$ cat src/rtl/uart_wrapper_if.sv
// Command/response handshake between the UART front end (slave) and the
// command processor (master).
interface uart_wrapper_if;
    logic        cmd_rdy;
    logic [7:0]  cmd;
    logic [15:0] data;
    logic        clr_cmd_rdy;
    logic [7:0]  resp;
    logic        send_resp;
    logic        resp_sent;

    modport slave (
        output cmd_rdy, cmd, data, resp_sent,
        input  clr_cmd_rdy, resp, send_resp
    );

    modport master (
        input  cmd_rdy, cmd, data, resp_sent,
        output clr_cmd_rdy, resp, send_resp
    );
endinterface

$ cat src/rtl/uart_wrapper.sv
// Remote-link UART front end: 8N1 receiver assembling 3-byte command frames,
// and a response transmitter with a one-entry pending buffer.
module uart_wrapper #(
    parameter int BAUD_DIV = 2604
) (
    input  logic          clk,
    input  logic          rst_n,
    input  logic          RX,
    output logic          TX,
    uart_wrapper_if.slave host
);
    localparam int            CW        = $clog2(BAUD_DIV);
    localparam logic [CW-1:0] BAUD_LAST = CW'(BAUD_DIV - 1);
    localparam logic [CW-1:0] HALF_LAST = CW'(BAUD_DIV / 2 - 1);

    typedef enum logic [1:0] {RX_IDLE, RX_START, RX_DATA, RX_STOP} rx_state_t;
    typedef enum logic [1:0] {WAIT_CMD, WAIT_HI, WAIT_LO} frame_state_t;
    typedef enum logic       {TX_IDLE, TX_XMIT} tx_state_t;

    // ---------------- receiver ----------------
    logic          rx_meta, rx_sync, rx_prev;
    rx_state_t     rx_state, rx_next;
    logic [CW-1:0] rx_cnt;
    logic [2:0]    rx_bit;
    logic [7:0]    rx_shift;
    logic          rx_valid;
    logic          rx_fall, rx_half, rx_full;
    logic          rx_cnt_clr, rx_shift_en, rx_accept;

    always_ff @(posedge clk or negedge rst_n) begin
        if (!rst_n) begin
            rx_meta <= 1'b1;
            rx_sync <= 1'b1;
            rx_prev <= 1'b1;
        end else begin
            // NOTE: non-blocking, so each flop captures its neighbour's old value
            rx_meta <= RX;
            rx_sync <= rx_meta;
            rx_prev <= rx_sync;
        end
    end

    assign rx_fall = rx_prev & ~rx_sync;
    assign rx_half = (rx_cnt == HALF_LAST);
    assign rx_full = (rx_cnt == BAUD_LAST);

    always_ff @(posedge clk or negedge rst_n) begin
        if (!rst_n) rx_state <= RX_IDLE;
        else        rx_state <= rx_next;
    end

    always_comb begin
        // NOTE: default first so no path leaves the variable unassigned (no latch)
        rx_next = rx_state;
        case (rx_state)
            RX_IDLE:  if (rx_fall) rx_next = RX_START;
            RX_START: if (rx_half) rx_next = rx_sync ? RX_IDLE : RX_DATA;
            RX_DATA:  if (rx_full && rx_bit == 3'd7) rx_next = RX_STOP;
            RX_STOP:  if (rx_full) rx_next = RX_IDLE;
        endcase
    end

    always_comb begin
        rx_cnt_clr  = 1'b1;
        rx_shift_en = 1'b0;
        rx_accept   = 1'b0;
        case (rx_state)
            RX_IDLE:  rx_cnt_clr = 1'b1;
            RX_START: rx_cnt_clr = rx_half;
            RX_DATA: begin
                rx_cnt_clr  = rx_full;
                rx_shift_en = rx_full;
            end
            RX_STOP: begin
                rx_cnt_clr = rx_full;
                rx_accept  = rx_full & rx_sync;
            end
        endcase
    end

    always_ff @(posedge clk or negedge rst_n) begin
        if (!rst_n) begin
            rx_cnt   <= '0;
            rx_bit   <= '0;
            rx_shift <= '0;
            rx_valid <= 1'b0;
        end else begin
            rx_cnt   <= rx_cnt_clr ? '0 : rx_cnt + 1'b1;
            rx_valid <= rx_accept;
            if (rx_state != RX_DATA) rx_bit <= '0;
            else if (rx_shift_en)    rx_bit <= rx_bit + 1'b1;
            if (rx_shift_en) rx_shift <= {rx_sync, rx_shift[7:1]};
        end
    end

    // ---------------- frame assembly ----------------
    frame_state_t frame_state, frame_next;
    logic         ld_cmd, ld_hi, ld_lo;
    logic [7:0]   cmd_q;
    logic [15:0]  data_q;
    logic         cmd_rdy_q;

    always_ff @(posedge clk or negedge rst_n) begin
        if (!rst_n) frame_state <= WAIT_CMD;
        else        frame_state <= frame_next;
    end

    always_comb begin
        frame_next = frame_state;
        if (rx_valid) begin
            case (frame_state)
                WAIT_CMD: frame_next = WAIT_HI;
                WAIT_HI:  frame_next = WAIT_LO;
                default:  frame_next = WAIT_CMD;
            endcase
        end
    end

    always_comb begin
        ld_cmd = rx_valid && (frame_state == WAIT_CMD);
        ld_hi  = rx_valid && (frame_state == WAIT_HI);
        ld_lo  = rx_valid && (frame_state == WAIT_LO);
    end

    always_ff @(posedge clk or negedge rst_n) begin
        if (!rst_n) begin
            cmd_q     <= '0;
            data_q    <= '0;
            cmd_rdy_q <= 1'b0;
        end else begin
            if (ld_cmd) cmd_q         <= rx_shift;
            if (ld_hi)  data_q[15:8]  <= rx_shift;
            if (ld_lo)  data_q[7:0]   <= rx_shift;
            // A completing frame takes priority over a simultaneous clear.
            if (ld_lo)                          cmd_rdy_q <= 1'b1;
            else if (ld_cmd || host.clr_cmd_rdy) cmd_rdy_q <= 1'b0;
        end
    end

    assign host.cmd     = cmd_q;
    assign host.data    = data_q;
    assign host.cmd_rdy = cmd_rdy_q;

    // ---------------- transmitter ----------------
    tx_state_t     tx_state, tx_next;
    logic [9:0]    tx_shift;
    logic [CW-1:0] tx_cnt;
    logic [3:0]    tx_bit;
    logic          pend_valid;
    logic [7:0]    pend_byte;
    logic          tx_tick, tx_last, tx_load, pend_store;
    logic [7:0]    tx_byte;

    assign tx_tick = (tx_cnt == BAUD_LAST);
    assign tx_last = (tx_state == TX_XMIT) && tx_tick && (tx_bit == 4'd9);

    always_ff @(posedge clk or negedge rst_n) begin
        if (!rst_n) tx_state <= TX_IDLE;
        else        tx_state <= tx_next;
    end

    always_comb begin
        tx_next = tx_state;
        case (tx_state)
            TX_IDLE: if (host.send_resp) tx_next = TX_XMIT;
            TX_XMIT: if (tx_last && !host.send_resp && !pend_valid) tx_next = TX_IDLE;
        endcase
    end

    // A request landing on the final stop-bit cycle goes straight out next,
    // replacing any older pending byte.
    always_comb begin
        tx_load        = 1'b0;
        tx_byte        = host.resp;
        pend_store     = 1'b0;
        host.resp_sent = tx_last;
        case (tx_state)
            TX_IDLE: tx_load = host.send_resp;
            TX_XMIT: begin
                pend_store = host.send_resp && !tx_last;
                if (tx_last) begin
                    tx_load = host.send_resp || pend_valid;
                    if (!host.send_resp) tx_byte = pend_byte;
                end
            end
        endcase
    end

    always_ff @(posedge clk or negedge rst_n) begin
        if (!rst_n) begin
            tx_shift   <= '1;
            tx_cnt     <= '0;
            tx_bit     <= '0;
            pend_valid <= 1'b0;
            pend_byte  <= '0;
        end else begin
            if (tx_load) begin
                tx_shift <= {1'b1, tx_byte, 1'b0};
                tx_cnt   <= '0;
                tx_bit   <= '0;
            end else if (tx_state == TX_XMIT) begin
                if (tx_tick) begin
                    tx_shift <= {1'b1, tx_shift[9:1]};
                    tx_cnt   <= '0;
                    tx_bit   <= tx_bit + 1'b1;
                end else begin
                    tx_cnt <= tx_cnt + 1'b1;
                end
            end
            if (pend_store) begin
                pend_valid <= 1'b1;
                pend_byte  <= host.resp;
            end else if (tx_last) begin
                pend_valid <= 1'b0;
            end
        end
    end

    // Idle shifts in ones, so the line is high straight out of reset.
    assign TX = tx_shift[0];
endmodule

$ cat src/flat_wrapper.sv
// flat-port wrapper written by rule: the top's interface ports become plain ports
module uart_wrapper_flat 
#(
    parameter int BAUD_DIV = 2604
)
  (clk, rst_n, RX, TX, host_cmd_rdy, host_cmd, host_data, host_resp_sent, host_clr_cmd_rdy, host_resp, host_send_resp);
  uart_wrapper_if host_i ();
  input  logic clk;
  input  logic rst_n;
  input  logic RX;
  output logic TX;
  output wire logic [$bits(host_i.cmd_rdy)-1:0] host_cmd_rdy;
  output wire logic [$bits(host_i.cmd)-1:0] host_cmd;
  output wire logic [$bits(host_i.data)-1:0] host_data;
  output wire logic [$bits(host_i.resp_sent)-1:0] host_resp_sent;
  input wire logic [$bits(host_i.clr_cmd_rdy)-1:0] host_clr_cmd_rdy;
  input wire logic [$bits(host_i.resp)-1:0] host_resp;
  input wire logic [$bits(host_i.send_resp)-1:0] host_send_resp;
  assign host_cmd_rdy = host_i.cmd_rdy;
  assign host_cmd = host_i.cmd;
  assign host_data = host_i.data;
  assign host_resp_sent = host_i.resp_sent;
  assign host_i.clr_cmd_rdy = host_clr_cmd_rdy;
  assign host_i.resp = host_resp;
  assign host_i.send_resp = host_send_resp;
  uart_wrapper #(.BAUD_DIV(BAUD_DIV)) u_core (.clk(clk), .rst_n(rst_n), .RX(RX), .TX(TX), .host(host_i));
endmodule
$ cat config.mk
export PLATFORM = sky130hd
export DESIGN_NAME = uart_wrapper_flat
export DESIGN_NICKNAME = d
export VERILOG_FILES = /design/src/rtl/uart_wrapper_if.sv /design/src/rtl/uart_wrapper.sv /design/src/flat_wrapper.sv
export SDC_FILE = /design/constraint.sdc
export NUM_CORES = 1
export LEC_CHECK = 0
export ABC_AREA = 1
export CORE_MARGIN = 2
export CORE_UTILIZATION = 40
export CTS_CLUSTER_SIZE = 28
export DETAILED_ROUTE_END_ITERATION = 7
export PLACE_DENSITY = 0.61
export SETUP_SLACK_MARGIN = 0.02
export SYNTH_ARGS = -nofsm -noshare
export SYNTH_HDL_FRONTEND = slang
export SYNTH_SLANG_ARGS = --single-unit
export TNS_END_PERCENT = 1
$ cat constraint.sdc
create_clock -name clk -period 2.4 [get_ports clk]
set_input_delay 0.36 -clock clk [delete_from_list [all_inputs] [get_ports clk]]
set_output_delay 0.36 -clock clk [all_outputs]
set_load 0.02 [all_outputs]
**Word-level counts from Yosys, hierarchy flattened**

Index checks and enable logic that the tools add are counted.

- Muxes and demuxes: 35
- Equality and inequality tests: 15
- Reduce and logical (&&, ||, !) cells: 24
- Add/sub/neg operators: 4
- Bitwise logic cells: 4

Operators with widths:

| kind | count |
|---|---|
| 12-bit two-way mux | 4 |
| 10-bit two-way mux | 3 |
| 12-bit by 1-bit adder with 12-bit output, second input constant | 2 |
| 12-bit == test, second input constant | 2 |
| 8-bit two-way mux | 3 |
| 12-bit by 11-bit == test with 1-bit output, second input constant | 1 |
| 4-bit two-way mux | 3 |
| 1-bit two-way mux | 10 |
| 2-bit two-way mux | 5 |
| 2-bit nonzero test | 5 |
| 1-bit logical AND | 9 |
| 2-bit by 1-bit inequality test with 1-bit output, second input constant | 4 |
| 2-bit case mux with 4 select lines | 1 |
| 2-bit == test, second input constant | 3 |
| 3-bit two-way mux | 2 |
| 4-bit by 1-bit adder with 4-bit output, second input constant | 1 |
| 2-bit by 1-bit == test with 1-bit output, second input constant | 2 |
| 4-bit == test, second input constant | 1 |
| 2-bit logical NOT | 2 |
| 1-bit case mux with 2 select lines | 2 |
| 2-bit case mux with 2 select lines | 1 |
| 4-bit AND reduction | 1 |
| 3-bit by 1-bit adder with 3-bit output, second input constant | 1 |
| 3-bit == test, second input constant | 1 |
| other kinds (8) | 13 |

- Word-level logic and storage cells: 101
- Bits of input ports: 13
- Bits in registers: 92

**Depth between registers and ports, before layout**

Gate-level depths: netlist of run 1.

- Depth after elaboration: 7
- Depth in mapped cells: 12
- Mapped depth without buffers: 11

**Worst setup path after synthesis of run 1**

Ideal clock, no wire load.

- Path kind: register to register
- Start: reg u_core.tx_cnt[0]
- End: reg u_core.tx_cnt[9]
- Slack: 0.841 ns
- Setup time: 0.129 ns
- Stages on the path, launching flop included: 12
- Period minus slack after synthesis: 1.559 ns
- Path buffers: 1
- Arrival time: 1.430 ns
- Path through: dfrtp_1 ha_1 nand2_1 inv_2 nand2_1 nor2_2 nand4_1 nand2_2 nand2_4 nand2_1 buf_4 o22ai_1

- Longest elaborated chain between the ends: 6
- Elaborated cells between the ends (all ways): 10
- Classes of those cells: 1 x add/sub; 1 x eq/ne; 5 x mux; 3 x reduce/logical

Ends and longest elaborated chain:

| element | line | text |
|---|---|---|
| from (decl) | uart_wrapper.sv:147 | `logic [CW-1:0] tx_cnt;` |
| from (signal assigned) | uart_wrapper.sv:207 | `tx_cnt <= tx_cnt + 1'b1;` |
| parallel branches: the longest is 6 deep, another holds 12-bit by 1-bit adder with 12-bit output | n/a |  |

Parallel ways; which one is timed is not known. The select of a mux whose other input is x is not followed.
A chain may end at the register's enable or synchronous reset.

**Worst setup path in the final report of run 1**

- Start: reg u_core.tx_cnt[0]
- End: out host_resp_sent

- Longest elaborated chain between the ends: 3

Ends and longest elaborated chain:

| element | line | text |
|---|---|---|
| 12-bit == test | uart_wrapper.sv:154 | `assign tx_tick = (tx_cnt == BAUD_LAST);` |
| 1-bit logical AND (2 in series) | uart_wrapper.sv:155 | `assign tx_last = (tx_state == TX_XMIT) && tx_tick && (tx_bit == 4'd9);` |
| to (decl) | flat_wrapper.sv:15 | `output wire logic [$bits(host_i.resp_sent)-1:0] host_resp_sent;` |

No other way between the ends.

==> impl_metrics.ini, run 1 <==
[global_routing]
antenna_found_initial = 0
overflow = 0
grt_usage_pct = 16.2
grt_pass1_wl_um = 15200
grt_pass1_vias = 3308
grt_start_max_net_pins = 64

[setup_path]
path_buf_inv = 3
required_ns = 2.04
crit_type = reg -> out
crit_start = u_core.tx_cnt[0]
r2r_cells = 10
worstPathCellList = ha_2 -> nand2_1 -> inv_2 -> nand3_2 -> nor3_2 -> nand2_2 -> inv_1 -> clkbuf_2
cp.arrival_ns = 1.76
critPathCapture = host_resp_sent
cp.depth = 8
max_stage_delay_ns = 0.41
r2r-start = u_core.tx_bit[1]
rrSetupSlack_ns = 0.36
path_max_fanout = 4
critPathLaunchType = register
cp-end-kind = output port
reg2reg_to = u_core.tx_cnt[2]
cpMaxStageDelayCell = dfrtp_1
path_delay_family = flip-flops

[detailed_routing]
post-route-drc-count = 0
antenna_left = 0
routed_wirelength_um = 8530
vias = 3396
routed_via_density = 4.82
drt_iter0_markers = 199
wire_per_inst_um = 12.1
dr.pass1.iters = 5

[clock_network]
cts_tree = built
clock_sinks = 91
clock_latency_ns = 0.36
postCtsSetupBuffers = 0
clk_pin_slew_worst_paths_ns = 0.10
clockBufferDepth = 2
cts_buffers = 9
htree_levels = 3
root_buffer = clkbuf_8

[synth]
synth_area_mm2 = 0.00439
ys.flop_type = dfrtp_1
ys_warn_count = 0
synth-seq-cells = 91
synth.distinct_cells = 38
synthCells = 515
synth_edf_count = 0
synth.avg_cell_area_um2 = 8.53
synth_nets = 535
yosysSeqAreaShare_pct = 52.2
async_flop_share_pct = 100

[die]
core_region_area_mm2 = 0.0108
die_w_um = 109
die_height_um = 109
start_util_pct = 40.7
ioPinCount = 40
fp.dieArea_mm2 = 0.0118
rows = 38

[final_layout]
mostFrequentLayoutCells = 117 x nand2_1, 79 x dfrtp_1, 67 x inv_1
drive_above_1_share_pct = 11.0
final_common_cell = nand2_1
nets = 579
instances_no_fill = 704
final.fill_count = 1021
antenna_cells = 0
area_growth_pct = 16.7

[placement]
dp_hpwl_um = 6080
placedCellCount = 687
numPortBuffers = 39
routabilityCongestion = 0.800

[min_path]
hold_path.class = reg -> reg
hp-start = u_core.rx_meta

[sta]
hold_viol_final = 0
slew-limit-headroom_pct = 58.3
rsz0062_at_grt = no
fmax_mhz = 472
period_needed_ns = 2.12
setup_viol = 0
clock_skew_ns = 0.00924
tns_ns = 0
maxSlewViolCount = 0
worst_pin_slew_ns = 0.623
finalCritPeriodShare_pct = 88.2

[run]
maxCapViolCount = 0

[pwr]
ir_worst_vdd_v = 0.000325
power_density_mw_per_mm2 = 751
leakagePower_nw = 2.39

[status]
outcome = finished, final reports clean
## kinds of logic after synthesis
kind of cell	after synthesis	synth area share [%]
flip-flops	91	52.2
buffers and inverters	84	8.23
XOR/XNOR	13	2.59
multiplexers	2	0.456
AND/OR/NAND/NOR	229	23.5
adder cells (fa/ha/maj)	7	1.99
AO/OA/AOI/OAI	89	11.1
## worst min path at each step
stage	slack, ns	endpoint	cells after the start
after floorplan	0.06	async pin	0
after global placement	0.30	u_core.host.cmd[0]	1
after detailed placement	0.31	u_core.host.data[8]	1
after CTS	0.36	u_core.rx_sync	0
after global routing	0.37	u_core.rx_sync	0
final	0.36	u_core.rx_sync	0
## Yosys cell counts (4+ instances only)
cell | count | area [um2]
o21bai_1 | 7 | 52.6
dfstp_2 | 12 | 315
nand3_1 | 19 | 95.1
nand2_1 | 117 | 439
o21ai_1 | 4 | 20.0
inv_2 | 4 | 15.0
xor2_1 | 12 | 105
dfrtp_1 | 79 | 1980
inv_1 | 67 | 251
clkbuf_1 | 4 | 15.0
ha_1 | 7 | 87.6
nand2_2 | 5 | 31.3
nand4_1 | 12 | 75.1
nor3_1 | 7 | 35.0
o21ai_0 | 53 | 265
nor2_1 | 50 | 188
a21oi_1 | 11 | 55.1
o22ai_1 | 10 | 62.6
nor2_2 | 5 | 31.3
## power breakdown
part,internal (W),switching (W)
Sequential,0.00176,0.000183
Clock,0.000504,0.000595
Combinational,0.000318,0.000494
Total,0.00258,0.00127
## through the flow
step / hold slack (ns) / instance area (um2) / util, % / power, W / worst slack, ns
after floorplan: 0.0644 / 4390 / - / 0.00256 / 0.841
after global placement: 0.303 / 4920 / 45.5 / 0.00275 / 0.280
after detailed placement: 0.305 / 4920 / 45.5 / 0.00278 / 0.233
after CTS: 0.364 / 5130 / 47.5 / 0.00389 / 0.0856
after global routing: 0.370 / 5130 / 47.5 / 0.00413 / 0.130
final: 0.365 / 5130 / 47.5 / 0.00385 / 0.283
## registers in the layout (all words and copies together), names as in the netlist, 2 cells and up, named ones only
name,count
u_core.frame_state,2
u_core.host.cmd,8
u_core.host.data,16
u_core.pend_byte,8
u_core.rx_bit,3
u_core.rx_cnt,12
u_core.rx_shift,8
u_core.tx_bit,4
u_core.tx_cnt,12
u_core.tx_shift,9
## final cells by class
class / instances / area [um2] / share of cell area [%]
clock buffers: 10 / 128 / 2.49
clock inverters: 6 / 77.6 / 1.51
repair buffers: 45 / 443 / 8.64
flip-flops and latches: 91 / 2290 / 44.7
inverters: 72 / 270 / 5.27
well taps: 140 / 175 / 3.42
multi-input cells: 340 / 1740 / 34.0
## what timing repair did
action / 4_1_cts / 5_1_grt
gates cloned: 0 / 0
endpoints found under the setup margin: 1 / 1
hold buffers: 1 / 0
hold endpoints to repair: 21 / 0
gates resized for setup: 1 / 3
## metal layers
metal / up-vias / share of wire [%] / global-route usage [%]
met5: - / 0 / 0
met4: 0 / 2.2 / 7.78
met3: 12 / 3.2 / 2.75
met2: 62 / 45 / 25.0
met1: 1579 / 49 / 22.0
li1: 1743 / - / -
Note: power is estimated with default switching activity, not from simulation.
==> run 2: changes to the inputs <==
--- a/config.mk
+++ b/config.mk
@@ -10,8 +10,10 @@
 export CORE_UTILIZATION = 40
 export CTS_CLUSTER_SIZE = 28
 export DETAILED_ROUTE_END_ITERATION = 7
+export HOLD_SLACK_MARGIN = 0.03
 export PLACE_DENSITY = 0.61
 export SETUP_SLACK_MARGIN = 0.02
+export SLEW_MARGIN = 20
 export SYNTH_ARGS = -nofsm -noshare
 export SYNTH_HDL_FRONTEND = slang
 export SYNTH_SLANG_ARGS = --single-unit
==> results of run 2 <==
The final DEF is identical to that of run 1; final timing and power are the same.
==> run 3: changes to the inputs <==
==> constraint.sdc (replaced) <==
create_clock -name clk -period 2.28 [get_ports clk]
set_input_delay 0.342 -clock clk [delete_from_list [all_inputs] [get_ports clk]]
set_output_delay 0.342 -clock clk [all_outputs]
set_load 0.02 [all_outputs]
==> run 3 against run 2 <==
Non-clock buffer count up 5. Total power up 1.9%. Critical path depth unchanged. Cell area about the same. First-iteration DRC count down 11%. Sequential share of layout area about the same. Sequential power up 5%. Combinational power up 7.0%. Wire length up 0.32%. Die area unchanged. Via count down 0.24%. Highest routed layer unchanged.
==> impl_metrics.ini, run 3 (synthesis gave the netlist of run 1 again) <==
[status]
outcome = finished, final reports clean

[pwr]
ir_worst_vdd_v = 0.000311
power_density_mw_per_mm2 = 765
combPwrFrac_pct = 22.1
power.internal_w = 0.00262
seqPwrFrac_pct = 52.0
leakagePower_nw = 2.39
power.switching_w = 0.00130
swShare_pct = 33.2
clockPowerShare_pct = 25.9

[final_layout]
drive_above_1_share_pct = 11.8
final.fill_count = 1053
mostFrequentLayoutCells = 117 x nand2_1, 79 x dfrtp_1, 66 x inv_1
nets = 584
antenna_cells = 0
final_common_cell = nand2_1
register_area_mm2 = 0.00229
largest_register_ffs = 16
multi_input_area_mm2 = 0.00174
area_growth_pct = 16.8

[die]
die_w_um = 109
start_util_pct = 40.7
fp.dieArea_mm2 = 0.0118
rows = 38
core_region_area_mm2 = 0.0108
ioPinCount = 40
die_height_um = 109

[clock_network]
clock_latency_ns = 0.37
clk_pin_slew_worst_paths_ns = 0.09
root_buffer = clkbuf_8
htree_levels = 3
clockBufferDepth = 2
cts_buffers = 9
cts_tree = built
clock_sinks = 91

[detailed_routing]
antenna_left = 0
drt_iter0_markers = 177
vias = 3388
wire_per_inst_um = 12.1
routed_via_density = 4.78
routed_wirelength_um = 8560
dr.pass1.iters = 4
post-route-drc-count = 0

[sta]
hold_viol_final = 0
worst_pin_slew_ns = 0.675
maxSlewViolCount = 0
slew-limit-headroom_pct = 55.0
setup_viol = 0
tns_ns = 0
clock_skew_ns = 0.0110
setup_ws_ns = 0.164
finalCritPeriodShare_pct = 92.8
rsz0062_at_grt = no
period_needed_ns = 2.12
fmax_mhz = 473

[placement]
dp_hpwl_um = 6130
pre_cts_slack_ns = 0.124
numPortBuffers = 39
routabilityCongestion = 0.825

[setup_path]
rrSetupSlack_ns = 0.39
r2r-start = u_core.tx_cnt[0]
cp.arrival_ns = 1.77
critPathLaunchType = register
cp-end-kind = output port
reg2reg_to = u_core.tx_cnt[4]
path_max_fanout = 4
r2r_cells = 10
crit_type = reg -> out
required_ns = 1.94

[run]
maxCapViolCount = 0

[min_path]
worstHoldPathCells = 0
hp-start = u_core.rx_meta
worstHoldEndpoint = u_core.rx_sync
hold_path.class = reg -> reg

[global_routing]
grt_usage_pct = 16.0
grt_pass1_vias = 3263
grt_pass1_wl_um = 15000
overflow = 0
grt_start_max_net_pins = 54
antenna_found_initial = 0
## run 3: cell count changes in the layout (fill, tap and decap cells not counted)
cell / before / now
clkbuf_8: 9 / 10
inv_8: 2 / 0
clkinv_4: 0 / 2
inv_6: 2 / 1
inv_1: 67 / 66
clkdlybuf4s15_2: 0 / 1
buf_4: 5 / 11
bufinv_16: 1 / 0
clkbuf_1: 1 / 2
inv_2: 4 / 5
clkbuf_2: 1 / 0
buf_12: 1 / 0
## run 3: how the worst max path moves through the flow
stage / start / to / cells after the start
5_1_grt: u_core.tx_cnt[7] / host_resp_sent / 8
3_5_place_dp: u_core.tx_cnt[0] / host_resp_sent / 8
3_3_place_gp: u_core.tx_cnt[0] / host_resp_sent / 8
6_report: u_core.tx_cnt[7] / host_resp_sent / 8
4_1_cts: u_core.tx_cnt[0] / host_resp_sent / 8
2_1_floorplan: u_core.tx_cnt[0] / u_core.tx_cnt[9] / 11
## run 3: power by group through the flow
| stage | sequential, W | combinational (W) | clock (W) |
|---|---|---|---|
| after floorplan | 0.00203 | 0.000661 | 0 |
| after global placement | 0.00206 | 0.000835 | 0 |
| after detailed placement | 0.00207 | 0.000857 | 0 |
| after CTS | 0.00204 | 0.000869 | 0.00105 |
| after global routing | 0.00208 | 0.00102 | 0.00112 |
| final | 0.00204 | 0.000868 | 0.00102 |
## run 3: critical path: stages, from the launching register on
cell	delay, ns
dfrtp_1	0.43
inv_1	0.11
nand2_2	0.08
nor2_4	0.12
nand3_2	0.08
nor3_2	0.12
nand2_2	0.11
inv_1	0.10
clkdlybuf4s15_2	0.26
## run 3: layout make-up
class                           count  area share, %
Clock inverter                      4          0.658
Timing Repair Buffer               50           9.24
Tap cell                          140           3.41
Clock buffer                       12           2.83
Multi-Input combinational cell    340           34.0
Sequential cell                    91           44.7
Inverter                           72           5.26
## run 3: routing by layer
layer  vias up  wire length [um]  track usage [%]
met5         -                 0                0
met4         0               178             7.14
met3        13               299             2.39
met2        67              3710             24.1
met1      1559              4370             22.9
li1       1749                 -                -
## run 3: timing repair
action / CTS / global route
endpoints found under the hold margin: 38 / 0
pin swaps: 0 / 0
endpoints found under the setup margin: 1 / 1
hold buffers: 1 / 0
resized for setup: 3 / 2
buffers inserted: 0 / 1
## run 3: stage by stage
stage	hold WS [ns]	cells	total power [W]	utilization [%]	instance area [um2]
2_1_floorplan	0.0464	515	0.00269	-	4390
3_3_place_gp	0.346	691	0.00289	45.7	4930
3_5_place_dp	0.348	691	0.00293	45.7	4930
4_1_cts	0.358	708	0.00396	47.5	5120
5_1_grt	0.366	709	0.00421	47.6	5130
6_report	0.354	709	0.00393	47.6	5130
